**src/rtl/uart_cmd_parser_if.sv**
```systemverilog
// Command-parser bus: received byte strobe in, held command with ready/valid
// handshake out, plus error reporting. Clock and reset stay plain ports.
interface uart_cmd_parser_if;
  logic        i_Rx_DV;
  logic [7:0]  i_Rx_Byte;
  logic        o_Cmd_Valid;
  logic        i_Cmd_Ready;
  logic [2:0]  o_Cmd_Joint;
  logic [15:0] o_Cmd_Pos;
  logic        o_Err_Pulse;
  logic [1:0]  o_Err_Code;
  logic [7:0]  o_Err_Count;

  // Parser side: consumes bytes and ready, produces command and errors.
  modport slave (
    input  i_Rx_DV,
    input  i_Rx_Byte,
    input  i_Cmd_Ready,
    output o_Cmd_Valid,
    output o_Cmd_Joint,
    output o_Cmd_Pos,
    output o_Err_Pulse,
    output o_Err_Code,
    output o_Err_Count
  );

  // Host side: supplies bytes and ready, observes command and errors.
  modport master (
    output i_Rx_DV,
    output i_Rx_Byte,
    output i_Cmd_Ready,
    input  o_Cmd_Valid,
    input  o_Cmd_Joint,
    input  o_Cmd_Pos,
    input  o_Err_Pulse,
    input  o_Err_Code,
    input  o_Err_Count
  );
endinterface

```
**src/rtl/uart_cmd_parser.sv**
```systemverilog
// UART command parser: frames of SYNC(0xAA), ID, POS_H, POS_L, CHK with
// CHK = ID ^ POS_H ^ POS_L. A good frame is handed to the consumer through a
// one-deep valid/ready holding register; bad ID, bad checksum, inter-byte
// timeout and dropped frames are reported as single-cycle error pulses.
module uart_cmd_parser #(
  parameter int unsigned TIMEOUT_CLKS = 26040,
  parameter int unsigned NUM_JOINTS   = 6
) (
  input  logic             i_Clock,
  input  logic             i_Reset,
  uart_cmd_parser_if.slave bus
);

  localparam logic [7:0]  SYNC_BYTE   = 8'hAA;
  localparam logic [7:0]  JOINT_LIMIT = 8'(NUM_JOINTS);
  // The counter "reaches" TIMEOUT_CLKS-1 on the edge where it would step
  // there from TIMEOUT_CLKS-2; the timeout is taken on that edge instead.
  localparam logic [15:0] IDLE_LAST   = 16'(TIMEOUT_CLKS - 2);

  localparam logic [1:0] ERR_CHK     = 2'd0;
  localparam logic [1:0] ERR_ID      = 2'd1;
  localparam logic [1:0] ERR_TIMEOUT = 2'd2;
  localparam logic [1:0] ERR_DROP    = 2'd3;

  typedef enum logic [2:0] {
    S_SYNC = 3'd0,
    S_ID   = 3'd1,
    S_POSH = 3'd2,
    S_POSL = 3'd3,
    S_CHK  = 3'd4
  } state_t;

  state_t      r_state;
  state_t      w_state_next;

  logic [15:0] r_idle_cnt;
  logic [15:0] w_idle_cnt_next;

  logic [7:0]  r_id;
  logic [7:0]  r_pos_h;
  logic [7:0]  r_pos_l;

  logic        r_cmd_valid;
  logic [2:0]  r_cmd_joint;
  logic [15:0] r_cmd_pos;

  logic        r_err_pulse;
  logic [1:0]  r_err_code;
  logic [7:0]  r_err_count;

  logic [7:0]  w_chk_calc;
  logic        w_id_bad;
  logic        w_chk_ok;
  logic        w_timeout;
  logic        w_cap_id;
  logic        w_cap_posh;
  logic        w_cap_posl;
  logic        w_frame_done;
  logic        w_fsm_err;
  logic [1:0]  w_fsm_err_code;
  logic        w_load;
  logic        w_drop;
  logic        w_err;
  logic [1:0]  w_err_code;

  // Expected checksum, one XOR lane per bit of the captured fields.
  genvar gi;
  generate
    for (gi = 0; gi < 8; gi++) begin : g_chk
      assign w_chk_calc[gi] = r_id[gi] ^ r_pos_h[gi] ^ r_pos_l[gi];
    end
  endgenerate

  // Full-byte ID compare so out-of-range upper bits are rejected too.
  assign w_id_bad  = (bus.i_Rx_Byte >= JOINT_LIMIT);
  assign w_chk_ok  = (bus.i_Rx_Byte == w_chk_calc);
  // A byte on the expiry edge wins over the timeout.
  assign w_timeout = (r_state != S_SYNC) && !bus.i_Rx_DV && (r_idle_cnt == IDLE_LAST);

  // FSM state register.
  always_ff @(posedge i_Clock) begin
    if (i_Reset) begin
      r_state <= S_SYNC;
    end else begin
      r_state <= w_state_next;
    end
  end

  // FSM next state, field-capture strobes and frame-level errors.
  always_comb begin
    w_state_next   = r_state;
    w_cap_id       = 1'b0;
    w_cap_posh     = 1'b0;
    w_cap_posl     = 1'b0;
    w_frame_done   = 1'b0;
    w_fsm_err      = 1'b0;
    w_fsm_err_code = ERR_CHK;
    if (w_timeout) begin
      w_state_next   = S_SYNC;
      w_fsm_err      = 1'b1;
      w_fsm_err_code = ERR_TIMEOUT;
    end else if (bus.i_Rx_DV) begin
      case (r_state)
        S_SYNC: begin
          // Anything but SYNC is line noise between frames: drop silently.
          if (bus.i_Rx_Byte == SYNC_BYTE) begin
            w_state_next = S_ID;
          end
        end
        S_ID: begin
          if (w_id_bad) begin
            w_state_next   = S_SYNC;
            w_fsm_err      = 1'b1;
            w_fsm_err_code = ERR_ID;
          end else begin
            w_cap_id     = 1'b1;
            w_state_next = S_POSH;
          end
        end
        S_POSH: begin
          w_cap_posh   = 1'b1;
          w_state_next = S_POSL;
        end
        S_POSL: begin
          w_cap_posl   = 1'b1;
          w_state_next = S_CHK;
        end
        S_CHK: begin
          w_state_next = S_SYNC;
          if (w_chk_ok) begin
            w_frame_done = 1'b1;
          end else begin
            w_fsm_err      = 1'b1;
            w_fsm_err_code = ERR_CHK;
          end
        end
        default: begin
          w_state_next = S_SYNC;
        end
      endcase
    end
  end

  // Hand-off decision and merged error source; a drop needs a byte strobe
  // and a timeout needs its absence, so only one error can fire per cycle.
  always_comb begin
    w_load     = w_frame_done && (!r_cmd_valid || bus.i_Cmd_Ready);
    w_drop     = w_frame_done && r_cmd_valid && !bus.i_Cmd_Ready;
    w_err      = w_fsm_err || w_drop;
    w_err_code = w_drop ? ERR_DROP : w_fsm_err_code;
  end

  // Idle counter next value: cleared by bytes and by a timeout, runs mid-frame.
  always_comb begin
    w_idle_cnt_next = r_idle_cnt;
    if (bus.i_Rx_DV || w_timeout) begin
      w_idle_cnt_next = 16'd0;
    end else if (r_state != S_SYNC) begin
      w_idle_cnt_next = r_idle_cnt + 16'd1;
    end
  end

  // Idle counter register.
  always_ff @(posedge i_Clock) begin
    if (i_Reset) begin
      r_idle_cnt <= 16'd0;
    end else begin
      r_idle_cnt <= w_idle_cnt_next;
    end
  end

  // Capture frame fields as they arrive.
  always_ff @(posedge i_Clock) begin
    if (i_Reset) begin
      r_id    <= 8'd0;
      r_pos_h <= 8'd0;
      r_pos_l <= 8'd0;
    end else begin
      if (w_cap_id) begin
        r_id <= bus.i_Rx_Byte;
      end
      if (w_cap_posh) begin
        r_pos_h <= bus.i_Rx_Byte;
      end
      if (w_cap_posl) begin
        r_pos_l <= bus.i_Rx_Byte;
      end
    end
  end

  // One-deep command holding register with valid/ready handshake.
  always_ff @(posedge i_Clock) begin
    if (i_Reset) begin
      r_cmd_valid <= 1'b0;
      r_cmd_joint <= 3'd0;
      r_cmd_pos   <= 16'd0;
    end else if (w_load) begin
      r_cmd_valid <= 1'b1;
      r_cmd_joint <= r_id[2:0];
      r_cmd_pos   <= {r_pos_h, r_pos_l};
    end else if (bus.i_Cmd_Ready) begin
      r_cmd_valid <= 1'b0;
    end
  end

  // Error strobe, latest cause and saturating total.
  always_ff @(posedge i_Clock) begin
    if (i_Reset) begin
      r_err_pulse <= 1'b0;
      r_err_code  <= ERR_CHK;
      r_err_count <= 8'd0;
    end else begin
      r_err_pulse <= w_err;
      if (w_err) begin
        r_err_code <= w_err_code;
        if (r_err_count != 8'hFF) begin
          r_err_count <= r_err_count + 8'd1;
        end
      end
    end
  end

  assign bus.o_Cmd_Valid = r_cmd_valid;
  assign bus.o_Cmd_Joint = r_cmd_joint;
  assign bus.o_Cmd_Pos   = r_cmd_pos;
  assign bus.o_Err_Pulse = r_err_pulse;
  assign bus.o_Err_Code  = r_err_code;
  assign bus.o_Err_Count = r_err_count;

endmodule
```
**src/flat_wrapper.sv**
```systemverilog
// flat-port wrapper written by rule: the top's interface ports become plain ports
module uart_cmd_parser_flat 
#(
  parameter int unsigned TIMEOUT_CLKS = 26040,
  parameter int unsigned NUM_JOINTS   = 6
)
  (i_Clock, i_Reset, bus_i_Rx_DV, bus_i_Rx_Byte, bus_i_Cmd_Ready, bus_o_Cmd_Valid, bus_o_Cmd_Joint, bus_o_Cmd_Pos, bus_o_Err_Pulse, bus_o_Err_Code, bus_o_Err_Count);
  uart_cmd_parser_if bus_i ();
  input  logic i_Clock;
  input  logic i_Reset;
  input wire logic [$bits(bus_i.i_Rx_DV)-1:0] bus_i_Rx_DV;
  input wire logic [$bits(bus_i.i_Rx_Byte)-1:0] bus_i_Rx_Byte;
  input wire logic [$bits(bus_i.i_Cmd_Ready)-1:0] bus_i_Cmd_Ready;
  output wire logic [$bits(bus_i.o_Cmd_Valid)-1:0] bus_o_Cmd_Valid;
  output wire logic [$bits(bus_i.o_Cmd_Joint)-1:0] bus_o_Cmd_Joint;
  output wire logic [$bits(bus_i.o_Cmd_Pos)-1:0] bus_o_Cmd_Pos;
  output wire logic [$bits(bus_i.o_Err_Pulse)-1:0] bus_o_Err_Pulse;
  output wire logic [$bits(bus_i.o_Err_Code)-1:0] bus_o_Err_Code;
  output wire logic [$bits(bus_i.o_Err_Count)-1:0] bus_o_Err_Count;
  assign bus_i.i_Rx_DV = bus_i_Rx_DV;
  assign bus_i.i_Rx_Byte = bus_i_Rx_Byte;
  assign bus_i.i_Cmd_Ready = bus_i_Cmd_Ready;
  assign bus_o_Cmd_Valid = bus_i.o_Cmd_Valid;
  assign bus_o_Cmd_Joint = bus_i.o_Cmd_Joint;
  assign bus_o_Cmd_Pos = bus_i.o_Cmd_Pos;
  assign bus_o_Err_Pulse = bus_i.o_Err_Pulse;
  assign bus_o_Err_Code = bus_i.o_Err_Code;
  assign bus_o_Err_Count = bus_i.o_Err_Count;
  uart_cmd_parser #(.TIMEOUT_CLKS(TIMEOUT_CLKS), .NUM_JOINTS(NUM_JOINTS)) u_core (.i_Clock(i_Clock), .i_Reset(i_Reset), .bus(bus_i));
endmodule
```
**config.mk**
```make
export PLATFORM = sky130hd
export DESIGN_NAME = uart_cmd_parser_flat
export DESIGN_NICKNAME = d
export VERILOG_FILES = /design/src/rtl/uart_cmd_parser_if.sv /design/src/rtl/uart_cmd_parser.sv /design/src/flat_wrapper.sv
export SDC_FILE = /design/constraint.sdc
export NUM_CORES = 1
export LEC_CHECK = 0
export CORE_ASPECT_RATIO = 2
export CORE_MARGIN = 3
export CORE_UTILIZATION = 55
export DETAILED_ROUTE_END_ITERATION = 6
export PLACE_DENSITY = 0.9
export SYNTH_ARGS = -nofsm -noshare
export SYNTH_HDL_FRONTEND = slang
export SYNTH_SLANG_ARGS = --single-unit
```
**constraint.sdc**
```tcl
create_clock -name i_Clock -period 2.2 [get_ports i_Clock]
set_input_delay 0.55 -clock i_Clock [delete_from_list [all_inputs] [get_ports i_Clock]]
set_output_delay 0.55 -clock i_Clock [all_outputs]
set_load 0.01 [all_outputs]
```
# After elaboration in Yosys (flattened, before gate mapping)
# Cells that the tools add are included.
# op_classes
add_sub_neg	2
bitwise_logic	16
n_eq_ne	9
muxes	29
n_lt_le_gt_ge	1
reduce_logical	18
# ops
op	n
2-to-1 mux 1 bit	21
adder 16 x 1 -> 16 bit (second input constant)	1
equality test 16 x 15 -> 1 bit (second input constant)	1
XOR 1 bit	16
case mux 3 bit (4 select lines)	1
2-to-1 mux 2 bit	5
adder 8 x 1 -> 8 bit (second input constant)	1
equality test 8 bit	1
equality test 8 bit (second input constant)	1
>= comparator 8 x 3 -> 1 bit (second input constant)	1
inequality test 8 bit (second input constant)	1
equality test 3 x 2 -> 1 bit (second input constant)	2
logical AND 1 bit	5
AND reduction 2 bit	2
OR reduction 2 bit	2
equality test 3 x 1 -> 1 bit (second input constant)	1
equality test 3 bit (second input constant)	1
zero test 1 bit	3
zero test 3 bit	1
logical OR 1 bit	3
2-to-1 mux 3 bit	1
nonzero test 3 bit	1
inequality test 2 x 1 -> 1 bit (second input constant)	1
case mux 1 bit (2 select lines)	1
nonzero test 2 bit	1
# totals
elab_cells	86
ff_bits	74
input_bits	12
output_inout_bits	31

# Longest topological paths before layout
# Gate-level depths: netlist of the first run.
# depth
depth_word	11
depth_mapped	8
ltp_nobuf	7

# Worst setup path after synthesis of the first run
# Ideal clock, no wire load.
# synth_path
path_kind	input port to flip-flop
start	input port bus_i_Rx_DV
end	register u_core.r_err_count[6], in the netlist u_core.bus.o_Err_Count[6]
setup_ps	123
path_buffers	1
slack_ps	189
arrival_time_ps	1888
t_required_ps	2077
path_stages	6
cell_sequence	nor4b_1 > and4_4 > nor2b_1 > buf_6 > a2111oi_4 > mux2_1
# synth_via
elab_chain_len	8
elab_cells_between_ends	11
cone_classes	mux: 4; reduce/logical: 7
# synth_rtl
element	line_no	source
start, declared	flat_wrapper.sv:11	input wire logic [$bits(bus_i.i_Rx_DV)-1:0] bus_i_Rx_DV;
zero test 1 bit	uart_cmd_parser.sv:78	assign w_timeout = (r_state != S_SYNC) && !bus.i_Rx_DV && (r_idle_cnt == IDLE_LAST);
logical AND 1 bit (2 in a row)	uart_cmd_parser.sv:78	
2-to-1 mux 1 bit	uart_cmd_parser.sv:98	if (w_timeout) begin
logical AND 1 bit (2 in a row)	uart_cmd_parser.sv:148	w_drop = w_frame_done && r_cmd_valid && !bus.i_Cmd_Ready;
logical OR 1 bit (*)	uart_cmd_parser.sv:149	w_err = w_fsm_err || w_drop;
AND reduction 2 bit (no line) (*)	-	
end signal, assigned	uart_cmd_parser.sv:217	r_err_count <= r_err_count + 8'd1;
end, declared	uart_cmd_parser.sv:49	logic [7:0] r_err_count;
# Every way passes the cells marked *; elsewhere a longest branch is shown, timed or not.
# A chain may end at the register's enable or synchronous reset.

# Final worst setup path of the first run
# layout_path
start	input port bus_i_Rx_Byte[2]
end	register u_core.r_err_count[6], in the netlist u_core.bus.o_Err_Count[6]
# layout_via
elab_chain_len	9
elab_cells_between_ends	15
cone_classes	order compare: 1; eq/ne: 1; mux: 9; reduce/logical: 4
# layout_rtl
element	line_no	source
start, declared	flat_wrapper.sv:12	input wire logic [$bits(bus_i.i_Rx_Byte)-1:0] bus_i_Rx_Byte;
branches (longest 7 deep; another with >= comparator 8 x 3 -> 1 bit)	-	
logical OR 1 bit (*)	uart_cmd_parser.sv:149	
AND reduction 2 bit (no line) (*)	-	
# Every way passes the cells marked *.

==> results.md, run 1 <==
Layout:
- The final instance area is between 4000 and 5000 um2.
- The library cells used most frequently in the layout, excluding fill and tap cells, are dfxtp_1 (74), nor2_1 (50), nand2_1 (50), clkdlybuf4s50_1 (32), buf_4 (31).
- 0 antenna diodes ended up in the layout.
- The most common cell after layout, fill and taps aside is dfxtp_1.
- The net count of the finished layout is ~460.
- Of the cells placed in the final design, the portion with a size suffix greater than 1 is 0.160.
- The post-synthesis to final-layout area growth is 33.5%.
- The share of the core filled with cells is 0.769.
- The count of cells in the finished layout, fillers not included, comes to between 500 and 600.

Timing:
- The accumulated negative setup slack is 0 ns.
- The final setup violation count is 0.
- For the finished layout, the period the worst path requires is ~2.2 ns.
- The worst setup margin is between 0.0009 and 0.001 ns.
- The worst pin sits at a relative slew slack of 0.743.
- The worst clock skew is roughly 0.0081 ns.
- The count of final hold-check violations was 0.
- The number of pins exceeding their max-slew limit in the final report came to 0.
- The share of the clock period used by the worst path after layout is 1.00.
- The minimum hold slack is about 0.48 ns.
- The upper clock frequency limit is 455 MHz.
- For the pin with the worst max-slew slack, the measured transition is roughly 0.38 ns.

Clock network:
- The buffer cell driving the clock tree root is clkbuf_16.
- The clock input transition at the sequential cells of the worst setup and hold paths is 0.05 ns.
- TritonCTS created 9 clock buffers.
- The TritonCTS sink count is between 70 and 80.
- The worst-skew pair later-pin latency is between 0.3 and 0.4 ns.
- TritonCTS built the clock tree.
- The hold-fix buffer count after cts is 0.
- The clock passes through at most 2 buffers.
- The H-tree depth is 3.

Yosys:
- Among all flip-flop cells after synthesis, the most frequent one is dfxtp_1.
- In the post-synthesis netlist, the biggest area contributors are dfxtp_1 (45%), mux2i_1 (6.9%), xnor2_1 (5.8%).
- The average instance in the mapped netlist occupies just under 9 um2.
- The number of enable flip-flop cells after synthesis is 0.
- The cell accounting for the most synthesized area is dfxtp_1.
- The proportion of netlist area held by the largest area contributor is 0.447.
- For this run, the number of Yosys warnings is 0.
- The net count of the mapped netlist is just under 400.
- The count of mapped cells out of synthesis is 372.
- Yosys mapped the design onto between 40 and 50 distinct sky130hd cell types.
- For this run, the register share of the synthesized area comes to 0.447.
- The register bit total from synthesis is 74.
- The share of flip-flops with an asynchronous set or reset after synthesis is 0.
- The area of the mapped netlist is roughly 3300 um2.

Floorplanning:
- The die outline height is between 100 and 150 um.
- The die area is about 7100 um2.
- The width of the die is between 60 and 70 um.
- The core region is ~5800 um2.
- The number of rows created at floorplan is 39.
- For this configuration, the core starts out at a cell density of 0.576.
- between 40 and 50 I/O pins were placed.

Placed design:
- Counting tap cells, the placed design contains a total of about 490 instances.
- Buffers placed on the I/O ports in this run total 42.
- The half-perimeter wire length after detailed placement is about 5700 um.
- Summing all placed instances gives a cell area of around 4000 um2.
- The congestion estimate from routability-driven global placement came to 0.879.
- The worst setup slack after placement is -0.587 ns.

Drt:
- Dividing the detail-routed wire length by the instance count gives approximately 17 um.
- Summing over every cut layer, the via total after detailed routing is approximately 3000.
- The number of vias per cell after detailed routing is about 5.8.
- The count of routing violations after the opening detailed-route iteration is ~180.
- For this run, design rule violations remaining after detail routing come to 0.
- The iteration count of the initial detailed-routing pass is 4.
- The antenna violation net count after detailed routing is 0.
- The wire length after detailed routing is about 8800 um.

Critical path:
- The critical path starts at bus_i_Rx_Byte[2].
- Walking the worst path, the cells encountered are dlygate4sd2_1 -> buf_4 -> xnor2_2 -> xnor2_2 -> nand4_1 -> nor3_4 -> buf_6 -> a2111oi_4 -> mux2_4.
- The category of cells accounting for the largest share of critical-path delay is buffers and inverters.
- Measured in cells, the most critical reg-to-reg path has a length of 9.
- The critical path capture point type is a flip-flop.
- The endpoint identified for the worst register-to-register timing path is u_core.bus.o_Cmd_Pos[4].
- The element type at the critical path start is an input port.
- The startpoint identified for the worst register-to-register timing path is u_core.r_pos_h[7].
- The delay of the slowest cell on the worst path is between 0.3 and 0.4 ns.
- The critical path is of the input port to flip-flop type.
- In this run the worst path has a maximum fanout of 8.
- The arrival time reported for the critical path endpoint is around 2.4 ns.
- Counting both buffers and inverters, the worst setup path holds a total of 3.
- For flop-to-flop paths, the worst setup slack is approximately 0.090 ns.
- In this run the worst setup path terminates at u_core.bus.o_Err_Count[6].
- The critical path crosses 9 cells after its start point.
- The required time of the worst setup path is about 2.4 ns.
- The slowest stage of the critical path is the a2111oi_4 cell.
- The most numerous cell on the critical path is xnor2_2.

GRT:
- The first global-routing pass estimated 13700 um of wire.
- The via count of the first global-routing pass is around 3000.
- For this run the aggregate overflow at the end of global routing stands at 0.
- The global-route usage over all layers is 0.265.
- Entering global routing, the biggest net connects 43 pins.
- The number of antenna violations at the first check in global routing came to 0.

Status:
- The run finished with clean final reports.

Power:
- For this design the ratio of total power to cell area is approximately 660 nW/um2.
- The total chip power is between 2 and 3 mW.
- The maximum ir drop on the vdd rail is between 600 and 700 uV.
- The leakage power summed over all cells is 1.84 nW.

Hold path:
- Along the worst hold path, the cell count comes to 1.
- The min-delay analysis places its worst path in the category flip-flop to flip-flop.

Job:
- The number of maximum-capacitance constraint violations is 0.
==> routing by layer <==
metal  vias to the layer above  track usage  share of wire
met5                         -            0              0
met4                         0        0.161          0.045
met3                        34       0.0647          0.046
met2                       100        0.456           0.54
met1                      1435        0.278           0.37
li1                       1408            -              -
==> how the worst min path moves through the flow <==
stage | from | slack, ns | endpoint
finish | u_core.r_id[3] | 0.48 | u_core.r_id[3]
global route | u_core.r_id[3] | 0.50 | u_core.r_id[3]
CTS | u_core.r_id[3] | 0.48 | u_core.r_id[3]
detailed placement | u_core.r_id[3] | 0.47 | u_core.r_id[3]
global placement | u_core.r_id[4] | 0.47 | u_core.r_id[4]
floorplan | u_core.r_id[3] | 0.45 | u_core.r_id[3]
==> cells by family (layout without fill, tap and decap cells) <==
kind of cell | Yosys count | after routing | share of synthesized area
adders and majority gates | 3 | 3 | 0.0113
DFF | 74 | 74 | 0.447
xor gates and xnor gates | 36 | 36 | 0.0951
AOI/OAI and AO/OA | 45 | 45 | 0.0860
and+or+nand+nor | 161 | 161 | 0.237
muxes | 30 | 30 | 0.0932
buffers and inverters | 23 | 102 | 0.0309
==> layout make-up <==
type | count | area, um2
clock inverter | 3 | 40.0
timing repair buffer | 80 | 747
clock buffer | 12 | 246
multi-input combinational | 275 | 1810
sequential | 74 | 1480
tap | 61 | 76.3
fill | 353 | 1330
inverter | 7 | 26.3
==> cells in the mapped netlist, drive strengths merged (3+ instances only) <==
| master | instances |
|---|---|
| nand3 | 8 |
| mux2i | 23 |
| nor4 | 3 |
| and2 | 5 |
| or3 | 5 |
| buf | 4 |
| nor2 | 50 |
| a21oi | 27 |
| nor3 | 4 |
| nand4 | 4 |
| xor2 | 14 |
| nor2b | 11 |
| inv | 7 |
| nand2 | 51 |
| a211oi | 6 |
| and3 | 3 |
| o21ai | 6 |
| mux2 | 7 |
| xnor2 | 22 |
| and4 | 4 |
| dfxtp | 74 |
| nand2b | 7 |
| clkbuf | 12 |
| ha | 3 |
==> sequential cells by signal, indices dropped and copies added (netlist names) <==
signal / cells
u_core.bus.o_Cmd_Joint: 3
u_core.r_pos_l: 8
u_core.bus.o_Err_Code: 2
u_core.bus.o_Err_Pulse: 1
u_core.bus.o_Err_Count: 8
u_core.bus.o_Cmd_Valid: 1
u_core.r_pos_h: 8
u_core.r_state: 3
u_core.bus.o_Cmd_Pos: 16
u_core.r_id: 8
u_core.r_idle_cnt: 16
==> power by group <==
part	internal [mW]	switching (mW)	total, mW
logic	0.0569	0.0666	0.124
clock network	0.898	0.538	1.44
registers	1.34	0.000187	1.34
total	2.30	0.604	2.90
==> timing repair <==
action	in CTS	in global routing
gates cloned	0	1
resized for setup	20	11
setup buffers	3	1
pin swaps	11	9
endpoints found under the setup margin	13	27
Note: power is estimated with default switching activity, not from simulation.
==> inputs of run 2 (changes only) <==
--- a/config.mk
+++ b/config.mk
@@ -10,6 +10,7 @@
 export CORE_UTILIZATION = 55
 export DETAILED_ROUTE_END_ITERATION = 6
 export PLACE_DENSITY = 0.9
+export SKIP_LAST_GASP = 1
 export SYNTH_ARGS = -nofsm -noshare
 export SYNTH_HDL_FRONTEND = slang
 export SYNTH_SLANG_ARGS = --single-unit
==> constraint.sdc (replaced) <==
create_clock -name i_Clock -period 2.2 [get_ports i_Clock]
set_input_delay 0.44 -clock i_Clock [delete_from_list [all_inputs] [get_ports i_Clock]]
set_output_delay 0.44 -clock i_Clock [all_outputs]
set_load 0.01 [all_outputs]
==> run 2 against run 1 <==
Net effect:
- fmax rose by 2.2%
- sequential share of layout area rose by 0.74 points
- cell count fell by 0.78%
- clock power fell by 7%
- critical path type unchanged
- critical endpoint unchanged
- highest routed layer unchanged
==> results.md, run 2 (same netlist as run 1, synthesis figures left out) <==
Floorplanning:
- The die outline height is 116 um (unchanged).
- The starting density of the core is 0.576 (unchanged).
- The number of rows created at floorplan was 39 (unchanged).
- The total core area came to 5760 um2 (unchanged).
- The die area is 7050 um2 (unchanged).
- The width of the die is 60.9 um (unchanged).
- The number of I/O pins is 43 (unchanged).

Layout:
- The library cell used most frequently in the layout, excluding fill and tap cells, is dfxtp_1.
- In the layout the commonest cells are dfxtp_1 (73), nor2_1 (50), nand2_1 (50), clkdlybuf4s50_1 (34), buf_4 (31).
- The final instance area is 4340 um2 (-2.1%).
- The share of cells above drive strength 1 is 0.141 (-0.0187).
- The number of diodes added for antenna fixing was 0 (unchanged).
- The area growth from synthesis to layout is 30.7%.
- The share of the core filled with cells was 0.753 (-0.0161).
- The net count of the finished layout is 458 (-0.87%).

Drt:
- The total length of routed met3 wires is 301 um (-27%).
- The per-cell routed wire length is 15.0 um (-13%).
- The met2 wire length is 4000 um (-16%).
- The total number of vias is 2857 (-4.0%).
- The number of vias per cell after detailed routing is 5.62 (-3.3%).
- The DRC violation count after routing is 0 (unchanged).
- The met1 routed wirelength after detailed routing is 3040 um (-6.9%).
- The count of routing violations after the opening detailed-route iteration is 125 (-29%).
- The wire length after detailed routing is 7620 um (-14%).
- The iteration count of the initial detailed-routing pass is 4 (unchanged).
- The antenna violation net count after detailed routing is 0 (unchanged).
- The uppermost layer routed is met4.

Clock network:
- The H-tree depth was 3 (unchanged).
- The clock input transition at the sequential cells of the worst setup and hold paths came to 0.06 ns (about the same).
- The buffer cell driving the clock tree root is clkbuf_16.
- The worst-skew pair later-pin latency is 0.34 ns (about the same).
- The TritonCTS clock tree is built.
- The TritonCTS sink count is 74 (unchanged).
- The number of buffers between clock root and the deepest sink is 2 (unchanged).
- The number of buffers created by CTS came to 9 (unchanged).

Critical path:
- The element type at the critical path start is an input port.
- The number of cell instances on the worst register-to-register path is 8 (-1).
- The critical path capture point type is a flip-flop.
- The delay of the slowest cell on the worst path is 0.49 ns (+0.11 ns).
- The largest fanout of any net on the critical path is 8 (unchanged).
- The classification of the worst setup path is input port to flip-flop.
- The arrival time reported for the critical path endpoint is 2.37 ns (-0.05 ns).
- The required time of the worst setup path is 2.42 ns (about the same).
- Traced cell by cell, the critical path runs through clkdlybuf4s50_1 -> nor4_1 -> a211o_1 -> nor2b_1 -> buf_4 -> a2111oi_4 -> mux2_4.
- The slowest stage of the critical path belongs to the cell clkdlybuf4s50_1.

GRT:
- The via count of the first global-routing pass was 2754 (-6.8%).
- The global-route usage over all layers is 0.236 (-0.0289).
- The maximum number of pins on one net before global-route repair was 28 (-35%).
- The number of antenna violations at the first check in global routing is 0 (unchanged).
- The sum of overflow across all layers after global routing was 0 (unchanged).
- The global-route wire length before repair is 12500 um (-8.6%).

Timing:
- The count of final hold-check violations came to 0 (unchanged).
- The final setup violation count is 0 (unchanged).
- The worst setup margin is 0.0473 ns (+0.0464 ns).
- The relative slew slack came to 0.686 (-0.0567).
- The upper clock frequency limit was 465 MHz (+2.2%).
- The share of the clock period used by the worst path after layout is 0.978 (-0.0211).
- The number of pins exceeding their max-slew limit in the final report is 0 (unchanged).
- Setup repair after global routing left no endpoint under its margin.
- The worst clock skew is 0.00805 ns (-0.00000708 ns).
- The accumulated negative setup slack is 0 ns (unchanged).
- The final period demand of the worst path is 2.15 ns (-0.0464 ns).
- The transition time at the pin with the least slew margin is 0.470 ns (+0.0877 ns).

Power:
- The switching component of the power is 0.583 mW (-3.5%).
- The maximum ir drop on the vdd rail is 577 uV (-8.0%).
- The share of total power consumed by net switching was 0.209 (+0.000504).
- The sequential share of power is 0.481 (+0.019).
- The power share of the clock group is 0.480 (-0.015).
- The internal power consumption is 2.21 mW (-3.8%).
- The power per cell area is 644 nW/um2 (-1.7%).
- The total chip power is 2.79 mW (-3.8%).
- The portion of total power attributed to combinational logic is 0.039 (-0.004).
- The leakage power summed over all cells came to 1.81 nW (-1.8%).

Placed design:
- The half-perimeter wire length after detailed placement is 5290 um (-6.4%).
- The count of buffers from port buffering is 42 (unchanged).
- The worst setup slack after placement is -0.424 ns (+0.163 ns).
- The weighted congestion at the end of routability-driven global placement is 0.842 (-4.2%).
- The total placed instance area is 4010 um2 (-0.19%).

Job:
- The number of maximum-capacitance constraint violations is 0 (unchanged).

Hold path:
- The kind of path behind the tightest hold check is flip-flop to flip-flop.
- The count of cells along the worst hold path came to 2 (+1).

Status:
- The flow ran to the end, and the final reports show no timing, DRC or antenna violations.
[run 2: cell types whose count changed in the layout (fill, tap and decap cells not counted), sizes merged, moves of 2 or more]
cell,change
buf,-3
clkdlybuf4s15,-3
clkdlybuf4s50,+2
dlygate4sd2,-2
dlymetal6s2s,+4
[run 2: worst paths after layout]
path | end | slack (ns) | from
hold reg to reg | u_core.r_pos_h[1] | 0.48 | u_core.r_pos_h[1]
setup reg to reg | u_core.bus.o_Err_Count[6] | 0.16 | u_core.r_idle_cnt[0]
setup / recovery | u_core.bus.o_Err_Count[6] | 0.05 | bus_i_Rx_Byte[6]
hold / removal | u_core.r_pos_h[1] | 0.48 | u_core.r_pos_h[1]
[run 2: final cells by class]
type / count / area [um2]
repair buffers: 76 / 706
well taps: 61 / 76.3
inverters: 7 / 26.3
fillers: 378 / 1420
flip-flops and latches: 74 / 1480
clock buffers: 13 / 260
multi-input cells: 275 / 1770
clock inverters: 2 / 12.5
[run 2: metrics by stage]
step           instances  hold WS [ns]
2_1_floorplan        372         0.450
3_3_place_gp         492         0.466
3_5_place_dp         492         0.469
4_1_cts              508         0.484
5_1_grt              508         0.504
6_report             508         0.482
[run 2: critical path, delay by kind of cell]
family	cells	cell delay, ns
compound gates	2	0.72
mux	1	0.33
simple gates	2	0.23
buf+inv	2	0.66
[run 2: routing by layer]
layer	up-vias	track usage
met1	1349	0.269
met3	26	0.0557
met4	0	0.129
li1	1395	-
met2	87	0.394
met5	-	0
[run 2: timing repair]
action                                  in CTS  in global routing
pin swaps                                    1                  5
gates resized for setup                      3                 12
endpoints found under the setup margin       6                  7
setup buffers                                1                  0
hold buffers                                 0                  0
[run 2: power groups by stage]
stage | Sequential [mW] | Combinational (mW) | Clock, mW
finish | 1.34 | 0.110 | 1.34
floorplan | 1.37 | 0.0442 | 0
CTS | 1.34 | 0.106 | 1.36
detailed placement | 1.37 | 0.107 | 0
global placement | 1.37 | 0.105 | 0
global route | 1.34 | 0.120 | 1.43
==> inputs of run 3 (changes only) <==
--- a/config.mk
+++ b/config.mk
@@ -6,10 +6,10 @@
 export NUM_CORES = 1
 export LEC_CHECK = 0
 export CORE_ASPECT_RATIO = 2
-export CORE_MARGIN = 3
-export CORE_UTILIZATION = 55
+export CORE_MARGIN = 4
+export CORE_UTILIZATION = 59
 export DETAILED_ROUTE_END_ITERATION = 6
-export PLACE_DENSITY = 0.9
+export PLACE_DENSITY = 0.94
 export SKIP_LAST_GASP = 1
 export SYNTH_ARGS = -nofsm -noshare
 export SYNTH_HDL_FRONTEND = slang
==> constraint.sdc (replaced) <==
create_clock -name i_Clock -period 2.7 [get_ports i_Clock]
set_input_delay 0.675 -clock i_Clock [delete_from_list [all_inputs] [get_ports i_Clock]]
set_output_delay 0.675 -clock i_Clock [all_outputs]
set_load 0.01 [all_outputs]
==> run 3 against run 2 <==
Net effect:
- largest power group unchanged
- clock-buffer cell count stayed put
- combinational power is 25% lower
- sequential cell count stayed put
- sequential power is 19% lower
- via count is 1.4% lower
- cell count is 2.4% lower
- total power is 27% lower
- clock power is 35% lower
- global-route usage is 0.096 points lower
- clock skew hardly changed
- die area is 1.4% lower
- highest routed layer unchanged
- worst hold slack better by 0.0089 ns
==> results.md, run 3 (same netlist as run 1, synthesis figures left out) <==
Timing:
- The final setup violation count is 0 (unchanged).
- The number of pins exceeding their max-slew limit in the final report came to 0 (unchanged).
- The relative slew slack is 0.698 (+0.0119).
- The final period demand of the worst path is 2.52 ns.
- The share of the clock period used by the worst path after layout is 0.934.
- The transition time at the pin with the least slew margin came to 0.451 ns (-0.0191 ns).
- Timing would allow up to slightly below 400 MHz.
- The accumulated negative setup slack is 0 ns (unchanged).
- The worst clock skew is 0.00825 ns (+0.000204 ns).
- Setup repair after global routing left no endpoint under its margin.
- The count of final hold-check violations came to 0 (unchanged).

Layout:
- The net count of the finished layout is 447 (-2.4%).
- The area of the multi-input gates is 1730 um2 (-2.2%).
- In the layout the commonest cells are dfxtp_1 (74), nor2_1 (50), nand2_1 (50), clkdlybuf4s50_1 (41), a21oi_1 (26).
- The number of diodes added for antenna fixing is 0 (unchanged).
- The share of cells above drive strength 1 came to 0.106 (-0.0354).
- From synthesis to final layout, the design area changed by 24.2%.
- The number of fill cells is 361 (-4.5%).
- The area occupied by registers is 1480 um2 (about the same).
- The most common cell after layout, fill and taps aside is dfxtp_1.
- The count of placed standard cells in the final layout, fillers left out is 496 (-2.4%).

Clock network:
- The hold-fix buffer count after cts is 0 (unchanged).
- The TritonCTS sink count is 74 (unchanged).
- The number of buffers created by CTS came to 9 (unchanged).
- The number of buffers between clock root and the deepest sink is 2 (unchanged).
- The clock input transition at the sequential cells of the worst setup and hold paths was 0.07 ns (about the same).
- The count of instances resized after the clock tree is built is 0 (-3).
- The number of post-CTS setup repair buffers was 0 (-1).
- The TritonCTS clock tree is built.
- The worst-skew pair later-pin latency is 0.35 ns (about the same).
- Clock tree synthesis selected as its root buffer the cell clkbuf_8.
- The H-tree depth is 3 (unchanged).

Power:
- The maximum ir drop on the vdd rail is 545 uV (-5.4%).
- The power per cell area is 497 nW/um2 (-23%).
- The leakage power summed over all cells is 1.66 nW (-8.3%).

Drt:
- The DRC violation count after routing is 0 (unchanged).
- The count of routing violations after the opening detailed-route iteration is 98 (-22%).
- The wire length after detailed routing was 7310 um (-4.1%).
- The total length of routed met3 wires came to 331 um (+10%).
- The number of vias per cell after detailed routing is 5.68 (+0.95%).
- The antenna violation net count after detailed routing was 0 (unchanged).
- The uppermost layer routed is met4.
- The total number of vias is 2816 (-1.4%).
- The iteration count of the initial detailed-routing pass is 4 (unchanged).
- The per-cell routed wire length is 14.7 um (-1.8%).
- The met2 wire length came to 3880 um (-3.1%).
- The met1 routed wirelength after detailed routing came to 2790 um (-8.2%).

Floorplanning:
- The number of I/O pins is 43 (unchanged).
- The width of the die is 61.0 um (+0.18%).
- The starting density of the core is 0.612 (+0.0359).
- The total core area is 5420 um2 (-5.9%).
- The number of rows created at floorplan is 38 (-2.6%).
- The die outline height is 114 um (-1.5%).
- The die area is 6960 um2 (-1.4%).

Placed design:
- The half-perimeter wire length after detailed placement came to 5230 um (-1.2%).
- The count of buffers from port buffering is 42 (unchanged).
- The weighted congestion at the end of routability-driven global placement came to 0.843 (+0.13%).
- The cell total after placement came to 481 (-2.2%).

Critical path:
- The largest fanout of any net on the critical path is 8 (unchanged).
- The slack of the worst reg-to-reg path came to 0.59 ns (+0.43 ns).
- The arrival time reported for the critical path endpoint is 2.76 ns (+0.39 ns).
- The worst setup path is captured at a flip-flop.
- The element type at the critical path start is an input port.
- The required time of the worst setup path came to 2.94 ns (+0.52 ns).
- The classification of the worst setup path is input port to flip-flop.

GRT:
- The sum of overflow across all layers after global routing came to 0 (unchanged).
- The global-route usage over all layers is 0.235 (-0.000959).
- The maximum number of pins on one net before global-route repair is 41 (+46%).
- The global-route wire length before repair came to 12300 um (-1.4%).
- The via count of the first global-routing pass came to 2849 (+3.4%).
- The number of antenna violations at the first check in global routing is 0 (unchanged).

Job:
- The number of maximum-capacitance constraint violations is 0 (unchanged).

Status:
- The run finished with clean final reports.

Hold path:
- The kind of path behind the tightest hold check is flip-flop to flip-flop.
-- run 3: cell count changes in the layout (fill, tap and decap cells not counted), sizes merged --
cell           delta
clkinvlp          -1
clkdlybuf4s50     +7
dlygate4sd2       -3
bufinv            +1
buf              -11
dlymetal6s2s      -4
-- run 3: worst max-delay path, stage by stage --
cell and delay, ns:
clkdlybuf4s50_1 0.57, nor4_1 0.10, buf_4 0.15, a211o_1 0.27
nor2b_1 0.14, buf_4 0.16, a2111oi_4 0.35, mux2_1 0.34
-- run 3: worst paths after layout --
kind              depth (start not counted)                  from                        end
setup / recovery                          8      bus_i_Rx_Byte[3]  u_core.bus.o_Err_Count[6]
hold / removal                            2     u_core.r_pos_h[3]          u_core.r_pos_h[3]
setup reg to reg                          8  u_core.r_idle_cnt[0]  u_core.bus.o_Err_Count[6]
hold reg to reg                           2     u_core.r_pos_h[3]          u_core.r_pos_h[3]
-- run 3: per-layer routing --
layer  track usage  vias to the layer above
met5             0                        -
li1              -                     1379
met4         0.143                        0
met2         0.397                       82
met1         0.257                     1331
met3        0.0464                       24
-- run 3: where the power goes --
part           total [mW]  internal, mW  switching, mW
combinational      0.0828        0.0368         0.0461
sequential           1.09          1.09       0.000173
clock               0.872         0.496          0.376
-- run 3: cell type report --
class,instances,area share
timing repair buffer,65,0.146
clock inverter,2,0.00850
multi-input combinational,275,0.421
sequential,74,0.360
inverter,7,0.00638
tap,60,0.0182
clock buffer,13,0.0410
-- run 3: per-stage QoR --
stage	area, um2	hold slack, ns	total power, mW	utilization	setup slack (ns)
after floorplan	3320	0.450	1.15	-	0.564
after global placement	3920	0.464	1.20	0.723	-0.155
after detailed placement	3920	0.473	1.20	0.723	-0.172
after CTS	4120	0.494	2.07	0.760	0.201
after global routing	4120	0.513	2.12	0.760	0.0599
final	4120	0.491	2.05	0.760	0.178
